--- config.mk ---
export PLATFORM = sky130hd
export DESIGN_NAME = sbh_cg_controller
export DESIGN_NICKNAME = d
export VERILOG_FILES = /design/src/rtl/sbh_pkg.sv /design/src/rtl/sbh_nz_tracker.sv /design/src/rtl/sbh_cg_controller.sv
export SDC_FILE = /design/constraint.sdc
export NUM_CORES = 1
export LEC_CHECK = 0
export ABC_AREA = 0
export BUFFER_PORTS_ARGS = -buffer_cell sky130_fd_sc_hd__buf_2
export CAP_MARGIN = 20
export CORE_ASPECT_RATIO = 0.5
export CORE_MARGIN = 2
export CORE_UTILIZATION = 44
export DETAILED_ROUTE_END_ITERATION = 10
export PLACE_DENSITY = 0.8
export RECOVER_POWER = 50
export SYNTH_ARGS = -nofsm -noshare
export SYNTH_HDL_FRONTEND = slang
export SYNTH_SLANG_ARGS = --single-unit
--- constraint.sdc ---
create_clock -name clk -period 2.4 [get_ports clk]
set_input_delay 0.12 -clock clk [delete_from_list [all_inputs] [get_ports clk]]
set_output_delay 0.12 -clock clk [all_outputs]
set_load 0.02 [all_outputs]
--- src/rtl/sbh_pkg.sv ---
// rtl/sbh_pkg.sv - shared FSM encoding, defaults and decision record for the CG sign-hiding controller
package sbh_pkg;

  // Controller FSM encoding; the top mirrors these as logic [2:0] constants.
  typedef enum logic [2:0] {
    SBH_IDLE  = 3'd0,
    SBH_LOAD  = 3'd1,
    SBH_START = 3'd2,
    SBH_WAIT  = 3'd3,
    SBH_OUT   = 3'd4
  } sbh_state_e;

  localparam int SBH_CG_SIZE_DEF = 16;
  localparam int SBH_THRESH_DEF  = 4;
  localparam int SBH_WDOG_LIMIT  = 48;

  // One sign-hiding decision, held on the dec_* outputs until accepted.
  typedef struct packed {
    logic       sbh_en;
    logic       parity;
    logic [3:0] first_nz;
    logic [3:0] last_nz;
    logic       sign_first;
    logic       all_zero;
    logic       err;
  } sbh_dec_t;

  // Span between the outermost nonzero positions; only meaningful when the CG is not all zero.
  function automatic logic [3:0] sbh_nz_dist(input logic [3:0] first_nz, input logic [3:0] last_nz);
    return last_nz - first_nz;
  endfunction

endpackage

--- src/rtl/sbh_nz_tracker.sv ---
// rtl/sbh_nz_tracker.sv - tracks first/last nonzero position and first-nonzero sign over one CG
module sbh_nz_tracker
  import sbh_pkg::*;
#(
  parameter int COEFF_W = 16,
  parameter int CG_SIZE = SBH_CG_SIZE_DEF
) (
  input  logic               clk,
  input  logic               rst_n,
  input  logic               beat_i,
  input  logic [3:0]         index_i,
  input  logic [COEFF_W-1:0] coef_i,
  input  logic               clear_i,
  output logic [3:0]         first_nz_o,
  output logic [3:0]         last_nz_o,
  output logic               sign_first_o,
  output logic               all_zero_o
);

  localparam logic [3:0] LAST_IDX = 4'(CG_SIZE - 1);

  logic       found_q, found_d;
  logic [3:0] first_q, first_d;
  logic [3:0] last_q,  last_d;
  logic       sign_q,  sign_d;

  // Coefficients arrive in ascending index order, so the first hit fixes firstNZ and every hit moves lastNZ.
  always_comb begin
    found_d = found_q;
    first_d = first_q;
    last_d  = last_q;
    sign_d  = sign_q;
    if (clear_i) begin
      found_d = 1'b0;
      first_d = '0;
      last_d  = '0;
      sign_d  = 1'b0;
    end else if (beat_i && (coef_i != '0)) begin
      if (!found_q) begin
        first_d = index_i;
        sign_d  = coef_i[COEFF_W-1];
      end
      found_d = 1'b1;
      last_d  = index_i;
    end
  end

  // Tracker state registers.
  always_ff @(posedge clk or negedge rst_n) begin
    if (!rst_n) begin
      found_q <= 1'b0;
      first_q <= '0;
      last_q  <= '0;
      sign_q  <= 1'b0;
    end else begin
      found_q <= found_d;
      first_q <= first_d;
      last_q  <= last_d;
      sign_q  <= sign_d;
    end
  end

  // An empty CG reports an inverted range so the datapath sums nothing.
  assign all_zero_o   = !found_q;
  assign first_nz_o   = found_q ? first_q : LAST_IDX;
  assign last_nz_o    = found_q ? last_q  : 4'd0;
  assign sign_first_o = found_q & sign_q;

endmodule

--- src/rtl/sbh_cg_controller.sv ---
// rtl/sbh_cg_controller.sv - CG sign-hiding decision controller; define SBH_TIMEOUT_EN for the WAIT watchdog
module sbh_cg_controller
  import sbh_pkg::*;
#(
  parameter int COEFF_W    = 16,
  parameter int CG_SIZE    = SBH_CG_SIZE_DEF,
  parameter int SBH_THRESH = SBH_THRESH_DEF
) (
  input  logic               clk,
  input  logic               rst_n,
  input  logic               in_valid,
  output logic               in_ready,
  input  logic [COEFF_W-1:0] in_coef,
  output logic               sum_valid_in,
  output logic [COEFF_W-1:0] sum_coef,
  output logic [3:0]         sum_index,
  output logic               sum_load_done,
  output logic               sum_start_calc,
  output logic [3:0]         sum_first_nz,
  output logic [3:0]         sum_last_nz,
  input  logic [19:0]        sum_abs,
  input  logic               sum_parity,
  input  logic               sum_valid_out,
  output logic               dec_valid,
  input  logic               dec_ready,
  output logic               dec_sbh_en,
  output logic               dec_parity,
  output logic [3:0]         dec_first_nz,
  output logic [3:0]         dec_last_nz,
  output logic               dec_sign_first,
  output logic               dec_all_zero,
  output logic               dec_err
);

  localparam logic [2:0] ST_IDLE  = SBH_IDLE;
  localparam logic [2:0] ST_LOAD  = SBH_LOAD;
  localparam logic [2:0] ST_START = SBH_START;
  localparam logic [2:0] ST_WAIT  = SBH_WAIT;
  localparam logic [2:0] ST_OUT   = SBH_OUT;

  localparam logic [3:0] LAST_IDX = 4'(CG_SIZE - 1);
  localparam logic [3:0] THRESH_4 = 4'(SBH_THRESH);

  logic [2:0]  state_q, state_d;
  logic [3:0]  cnt_q,   cnt_d;
  sbh_dec_t    dec_q,   dec_d;
  logic [19:0] abs_q,   abs_d;

`ifdef SBH_TIMEOUT_EN
  localparam logic [5:0] WDOG_LAST = 6'(SBH_WDOG_LIMIT - 1);
  logic [5:0] wdog_q, wdog_d;
`endif

  logic       beat;
  logic       last_beat;
  logic       handshake;
  logic       range_live;
  logic [3:0] trk_first;
  logic [3:0] trk_last;
  logic       trk_sign;
  logic       trk_all_zero;
  logic [3:0] nz_dist;
  logic       sbh_en_calc;

  assign in_ready   = (state_q == ST_LOAD);
  assign beat       = in_ready && in_valid;
  assign last_beat  = beat && (cnt_q == LAST_IDX);
  assign handshake  = (state_q == ST_OUT) && dec_ready;
  assign range_live = (state_q == ST_START) || (state_q == ST_WAIT);

  sbh_nz_tracker #(
    .COEFF_W (COEFF_W),
    .CG_SIZE (CG_SIZE)
  ) u_nz_tracker (
    .clk          (clk),
    .rst_n        (rst_n),
    .beat_i       (beat),
    .index_i      (cnt_q),
    .coef_i       (in_coef),
    .clear_i      (handshake),
    .first_nz_o   (trk_first),
    .last_nz_o    (trk_last),
    .sign_first_o (trk_sign),
    .all_zero_o   (trk_all_zero)
  );

  assign nz_dist     = sbh_nz_dist(trk_first, trk_last);
  assign sbh_en_calc = !trk_all_zero && (nz_dist >= THRESH_4);

  // Next-state, load counter and decision capture.
  always_comb begin
    state_d = state_q;
    cnt_d   = cnt_q;
    dec_d   = dec_q;
    abs_d   = abs_q;
`ifdef SBH_TIMEOUT_EN
    wdog_d  = (state_q == ST_WAIT) ? wdog_q + 6'd1 : 6'd0;
`endif
    case (state_q)
      ST_IDLE: state_d = ST_LOAD;
      ST_LOAD: begin
        if (beat) begin
          cnt_d = last_beat ? 4'd0 : cnt_q + 4'd1;
          if (last_beat) state_d = ST_START;
        end
      end
      ST_START: state_d = ST_WAIT;
      ST_WAIT: begin
        if (sum_valid_out) begin
          abs_d            = sum_abs;
          dec_d.sbh_en     = sbh_en_calc;
          dec_d.parity     = sum_parity;
          dec_d.first_nz   = trk_first;
          dec_d.last_nz    = trk_last;
          dec_d.sign_first = trk_sign;
          dec_d.all_zero   = trk_all_zero;
          dec_d.err        = 1'b0;
          state_d          = ST_OUT;
        end
`ifdef SBH_TIMEOUT_EN
        else if (wdog_q == WDOG_LAST) begin
          abs_d            = '0;
          dec_d.sbh_en     = 1'b0;
          dec_d.parity     = 1'b0;
          dec_d.first_nz   = trk_first;
          dec_d.last_nz    = trk_last;
          dec_d.sign_first = trk_sign;
          dec_d.all_zero   = trk_all_zero;
          dec_d.err        = 1'b1;
          state_d          = ST_OUT;
        end
`endif
      end
      ST_OUT: begin
        if (dec_ready) state_d = ST_LOAD;
      end
      default: state_d = ST_IDLE;
    endcase
  end

  // Controller state registers.
  always_ff @(posedge clk or negedge rst_n) begin
    if (!rst_n) begin
      state_q <= ST_IDLE;
      cnt_q   <= '0;
      dec_q   <= '0;
      abs_q   <= '0;
    end else begin
      state_q <= state_d;
      cnt_q   <= cnt_d;
      dec_q   <= dec_d;
      abs_q   <= abs_d;
    end
  end

`ifdef SBH_TIMEOUT_EN
  // Watchdog counts WAIT cycles and restarts whenever the FSM leaves WAIT.
  always_ff @(posedge clk or negedge rst_n) begin
    if (!rst_n) wdog_q <= '0;
    else        wdog_q <= wdog_d;
  end
`endif

  // absSum is kept for debug probing; only its parity leaves the block.
  logic abs_unused;
  assign abs_unused = ^abs_q;

  assign sum_valid_in   = beat;
  assign sum_coef       = beat ? in_coef : '0;
  assign sum_index      = cnt_q;
  assign sum_load_done  = last_beat;
  assign sum_start_calc = (state_q == ST_START);
  assign sum_first_nz   = range_live ? trk_first : 4'd0;
  assign sum_last_nz    = range_live ? trk_last  : 4'd0;

  assign dec_valid      = (state_q == ST_OUT);
  assign dec_sbh_en     = dec_q.sbh_en;
  assign dec_parity     = dec_q.parity;
  assign dec_first_nz   = dec_q.first_nz;
  assign dec_last_nz    = dec_q.last_nz;
  assign dec_sign_first = dec_q.sign_first;
  assign dec_all_zero   = dec_q.all_zero;
  assign dec_err        = dec_q.err;

endmodule

# Word-level counts from Yosys, hierarchy flattened
# Cells that the tools add are included.
[word_totals]
ff_bits = 29
latchBits = 0
ramBits = 0
mem_bits_ro = 0
input_bits = 42
output_inout_bits = 46
wordCells = 61
n_memories = 0
[op_classes]
add_sub_neg = 2
n_mul = 0
n_div = 0
magnitude_cmp = 1
n_eq_ne = 10
shifts = 0
n_mux = 21
bitwise = 1
reduce_logical = 14
[ops]
columns = ["op", "n"]
rows = [
  ["two-way mux 4 bit", 10],
  ["two-way mux 16 bit", 1],
  ["nonzero test 16 bit", 1],
  ["one-hot mux 3 bit (5 select lines)", 1],
  ["two-way mux 3 bit", 4],
  ["== test 3 x 2 -> 1 bit, second input constant", 2],
  ["!= test 2 x 1 -> 1 bit, second input constant", 3],
  ["AND reduction 2 bit", 3],
  ["logical AND 1 bit", 5],
  ["two-way mux 1 bit", 5],
  ["adder 4 x 1 -> 4 bit, second input constant", 1],
  ["== test 4 bit, second input constant", 1],
  ["greater-or-equal comparator 4 x 3 -> 1 bit, second input constant", 1],
  ["!= test 2 bit, second input constant", 2],
  ["AND reduction 4 bit", 1],
  ["subtractor 4 bit", 1],
  ["== test 3 x 1 -> 1 bit, second input constant", 1],
  ["== test 3 bit, second input constant", 1],
  ["zero test 3 bit", 1],
  ["nonzero test 2 bit", 1],
  ["AND 1 bit", 1],
  ["zero test 1 bit", 1],
  ["logical OR 1 bit", 1],
]

# Longest topological paths before layout
[logic_depth]
ltp_word = 6
mapped_depth = 7

# Cells and area by module
# A second synthesis with hierarchy kept.
[unflattened]
hier_cells = 163
hier_area_um2 = 1687.9
[by_module_without_submodules]
columns = ["mod", "n_inst", "cells_each", "area_per_inst_um2", "seq_area_each_um2"]
rows = [
  ["sbh_cg_controller", 1, 108, 1147.4, 475.5],
  ["sbh_nz_tracker", 1, 55, 540.5, 250.2],
]

# Worst setup path after synthesis
# No wires, ideal clock.
[synth_timing]
kind = "register to register"
start = "register cnt_q[1], in the netlist sum_index[1]"
end = "register cnt_q[3], in the netlist sum_index[3]"
arrival_ns = 1.737
slack_ns = 0.500
path_stages_with_launch = 5
n_path_buf = 0
synth_period_minus_slack_ns = 1.900
path_cell_list = "dfrtp_1 -> ha_1 -> nand4_1 -> nor4b_1 -> nor2_1"
[synth_via]
elab_chain_len = 3
elab_cells_between_ends = 4
classes_between = "1 x add/sub; 1 x eq/ne; 1 x mux; 1 x reduce/logical"
[synth_lines]
columns = ["item", "line_no", "rtl"]
rows = [
  ["from (decl)", "sbh_cg_controller.sv:45", "logic [3:0] cnt_q, cnt_d;"],
  ["from (signal assigned)", "sbh_cg_controller.sv:150", "cnt_q <= cnt_d;"],
  ["== test 4 bit", "sbh_cg_controller.sv:67", "assign last_beat = beat && (cnt_q == LAST_IDX);"],
  ["logical AND 1 bit", "sbh_cg_controller.sv:67", ""],
  ["via sum_load_done", "sbh_cg_controller.sv:17", "output logic sum_load_done,"],
  ["two-way mux 4 bit", "sbh_cg_controller.sv:103", "cnt_d = last_beat ? 4'd0 : cnt_q + 4'd1;"],
]
# The timed path passes the listed nets, and every way through them passes these cells.
# A chain may end at the register's enable or synchronous reset.

# Final worst setup path
[layout_timing]
start = "register u_nz_tracker.found_q"
end = "register dec_q (netlist bit dec_sbh_en)"
[layout_via]
elab_chain_len = 4
elab_cells_between_ends = 5
classes_between = "1 x add/sub; 1 x order compare; 2 x mux; 1 x reduce/logical"
[layout_lines]
columns = ["item", "line_no", "rtl"]
rows = [
  ["from (decl)", "sbh_nz_tracker.sv:22", "logic found_q, found_d;"],
  ["from (signal assigned)", "sbh_nz_tracker.sv:56", "found_q <= found_d;"],
  ["two-way mux 4 bit (on tied branches)", "sbh_nz_tracker.sv:66, sbh_nz_tracker.sv:65", ""],
  ["subtractor 4 bit", "sbh_pkg.sv:30", "return last_nz - first_nz;"],
  ["greater-or-equal comparator 4 x 3 -> 1 bit", "sbh_cg_controller.sv:88", "assign sbh_en_calc = !trk_all_zero && (nz_dist >= THRESH_4);"],
  ["logical AND 1 bit *", "sbh_cg_controller.sv:88", ""],
  ["to (signal assigned)", "sbh_cg_controller.sv:146", "dec_q <= '0;"],
  ["to (signal assigned)", "sbh_cg_controller.sv:151", "dec_q <= dec_d;"],
  ["to (decl)", "sbh_cg_controller.sv:46", "sbh_dec_t dec_q, dec_d;"],
]
# Mark *: on every way between the ends. The rest lies on a longest branch, timed or not.

==> results by group <==
Worst setup path
  – CP arrival: around 2.1 ns
  – Critical Path Start Type: flip-flop
  – Slowest cell on crit path: dfrtp_1
  – Crit path depth: 6
  – Crit-path max cell delay: 0.54 ns
  – Critical path's top delay family: flip-flops
  – Buffers and inverters on the worst path: 1
  – Cells along the critical path: inv_1 -> nor2_1 -> ha_1 -> a31o_1 -> or3_1 -> a22o_1
  – Crit Path Class: reg2reg
  – CP endpoint kind: flip-flop
  – Worst path required time: 2.57 ns
  – Reg2reg path depth: 6
  – Worst-path maximum fanout: 11

Floorplan
  – Die height: 46.06 um
  – Core region area: 3416 sq um
  – Ports: 88
  – Die area: 4058 sq um
  – FP Rows: 15
  – Initial Utilization: 0.4557
  – Die W: 88.11 um

Layout
  – Post-route cell area: 1994 sq um
  – FF+latch area: approximately 730 sq um
  – Multi-input logic area: 733.2 sq um
  – Filler cells: 325
  – Non-filler instance count after layout: 288
  – Most frequent cells in the layout: 48 x buf_2, 32 x nand2_1, 29 x dfrtp_1
  – Layout cell share with drive strength beyond 1: 0.2700
  – Layout area overhead: 28.13%
  – Most common cell after layout, fill and taps aside: buf_2
  – Fin nets: 281
  – Antenna Cells: 0

Routing
  – Antenna Violating Nets Remaining: 0
  – WL final: 3.393 mm
  – # DRC: 0
  – Routed len/inst: approximately 12 um
  – Drt first pass iters: 4
  – Initial DRC count: 53
  – Vias/cell: 4.712
  – Via count: 1357

STA
  – Final WS setup: around 0.45 ns
  – Fin crit share: 0.8107
  – Setup TNS: 0 ns
  – Layout Skew: between 0.004 and 0.005 ns
  – Period minus WS final: 1.946 ns
  – F_max: 0.5140 GHz
  – Setup-failing EPs final: 0
  – Hold Violations, Final: 0
  – Unrepaired setup endpoints after global routing: false
  – Max-slew violations: 30
  – Rel. slew slack: -0.01805
  – Worst slew pin tran: 1.527 ns

GRT
  – All-Layer GR Usage: 0.1803
  – Vias in the first global route: 1213
  – Pin count of the biggest net entering global routing: 30
  – Gr ovfl total: 0
  – First-pass GRT wire length: 5.499 mm
  – Initial antenna violation count: 0

Clock network
  – H-Tree Depth: 2
  – CTS root buf: clkbuf_8
  – Sink Count: 29
  – Total CTS buffers: 5
  – Worst skew pair latency: between 0.2 and 0.3 ns
  – Gates resized, CTS repair: 0
  – CTS Buffer Depth: 2
  – CTS clock-pin slew for the worst setup and hold paths: 0.06 ns
  – CTS tree: built

Min path
  – HP Class: in2reg
  – Hold depth: 2

Place
  – HPWL after detailed placement: 2.556 mm
  – Placed cell count: 279
  – DP Area: 1914 sq um
  – Setup WS pre-CTS: slightly below 0.5 ns
  – GPL Wtd Cong: 0.7691
  – Input/output buffers: 66

Logic synthesis
  – Post-synth EDFFs: 0
  – Register area share after synthesis: 0.4662
  – Cell area after synthesis: 1556 sq um
  – Avg Inst Size Synth: 9.210 sq um
  – Yosys cell types: 37
  – Post-synth top flop: dfrtp_1
  – Syn nets: 214
  – Yosys warning total: 0
  – Asr flop ratio synth: 1.000
  – Flops & latches, synth: 29
  – Gate Count Post-Synth: 169

Outcome
  – Failing checks: capacitance limit, slew limit
  – Status: complete, but fails checks

Run
  – Max Cap Viol: 1

Pwr
  – Power Density: ~1200 nW/um^2
  – LEAKAGE: 1.074 nW
  – Peak VDD IR: between 0.3 and 0.4 mV
cell families (layout without fill, tap and decap cells):
logic type                 count (synthesis)  in the layout  synth area share
DFF                                       29             29            0.4662
muxes                                     10             10           0.06511
and+or+nand+nor                           84             84            0.2894
AOI/OAI and AO/OA                         19             19           0.07074
adders and majority gates                  3              3           0.02412
buffers and inverters                     19             87           0.05948
other                                      1              1          0.002409
xor gates and xnor gates                   4              4           0.02251
path summary, 6_finish.rpt:
check,startpoint,slack [ns],endpoint
max in group asynchronous,rst_n,0.76,u_nz_tracker.last_q[2]
worst min-delay path,sum_parity,0.07,dec_parity
worst min register to register,dec_last_nz[0],0.48,dec_last_nz[0]
worst max-delay path,u_nz_tracker.found_q,0.45,dec_sbh_en
worst max register to register,u_nz_tracker.found_q,0.45,dec_sbh_en
min in group asynchronous,rst_n,0.75,state_q[2]
power breakdown:
group          internal (mW)  switching, mW
clock network          0.259          0.181
logic                  0.382          0.665
registers              0.684          0.170
total                   1.32           1.02
area by class of cell:
class | instances | share of cell area
Timing Repair Buffer | 70 | 0.1688
Inverter | 9 | 0.01694
Multi-Input combinational cell | 121 | 0.3676
Clock buffer | 7 | 0.04831
Clock inverter | 1 | 0.002509
Tap cell | 51 | 0.03200
Sequential cell | 29 | 0.3639
metrics by stage:
step / hold slack, ns / util / total power, mW
5_1_grt: 0.08323 / 0.5839 / 2.530
2_1_floorplan: -0.1756 / - / 1.603
3_3_place_gp: 0.1664 / 0.5604 / 1.890
6_report: 0.07243 / 0.5839 / 2.340
3_5_place_dp: 0.1823 / 0.5604 / 1.940
4_1_cts: 0.07178 / 0.5930 / 2.388
registers in the layout (all words and copies together), names as in the netlist:
register / cells
u_nz_tracker.first_q: 4
state_q: 3
u_nz_tracker.sign_q: 1
dec_all_zero: 1
u_nz_tracker.found_q: 1
sum_index: 4
dec_sign_first: 1
dec_last_nz: 4
dec_parity: 1
dec_sbh_en: 1
u_nz_tracker.last_q: 4
dec_first_nz: 4
what timing repair did:
action	in CTS	in global routing
setup buffers	0	0
endpoints found under the hold margin	29	0
hold buffers	1	0
synthesized netlist by cell type (all sizes together) (2+ instances only):
master   n  area [sq um]
nor3b    3         27.52
and3     2         13.77
xnor2    3         26.28
nand4    3         18.77
inv      9         33.78
nand2b   3         26.27
dfrtp   29         725.7
ha       3         37.54
nand3    3         27.53
and2    16         100.1
buf      7         45.04
nand2   33         126.4
nor4     4         25.02
clkbuf   3         13.76
mux2i    9         90.09
o21ai   13         65.06
nor2    13         48.80
layer usage:
metal / global-route usage / routed length [um]
met5: 0 / 0
met4: 0.06970 / 54
met3: 0.04839 / 159
met2: 0.2970 / 1509
met1: 0.2331 / 1670
No activity file was read; power rests on OpenSTA's default activity.
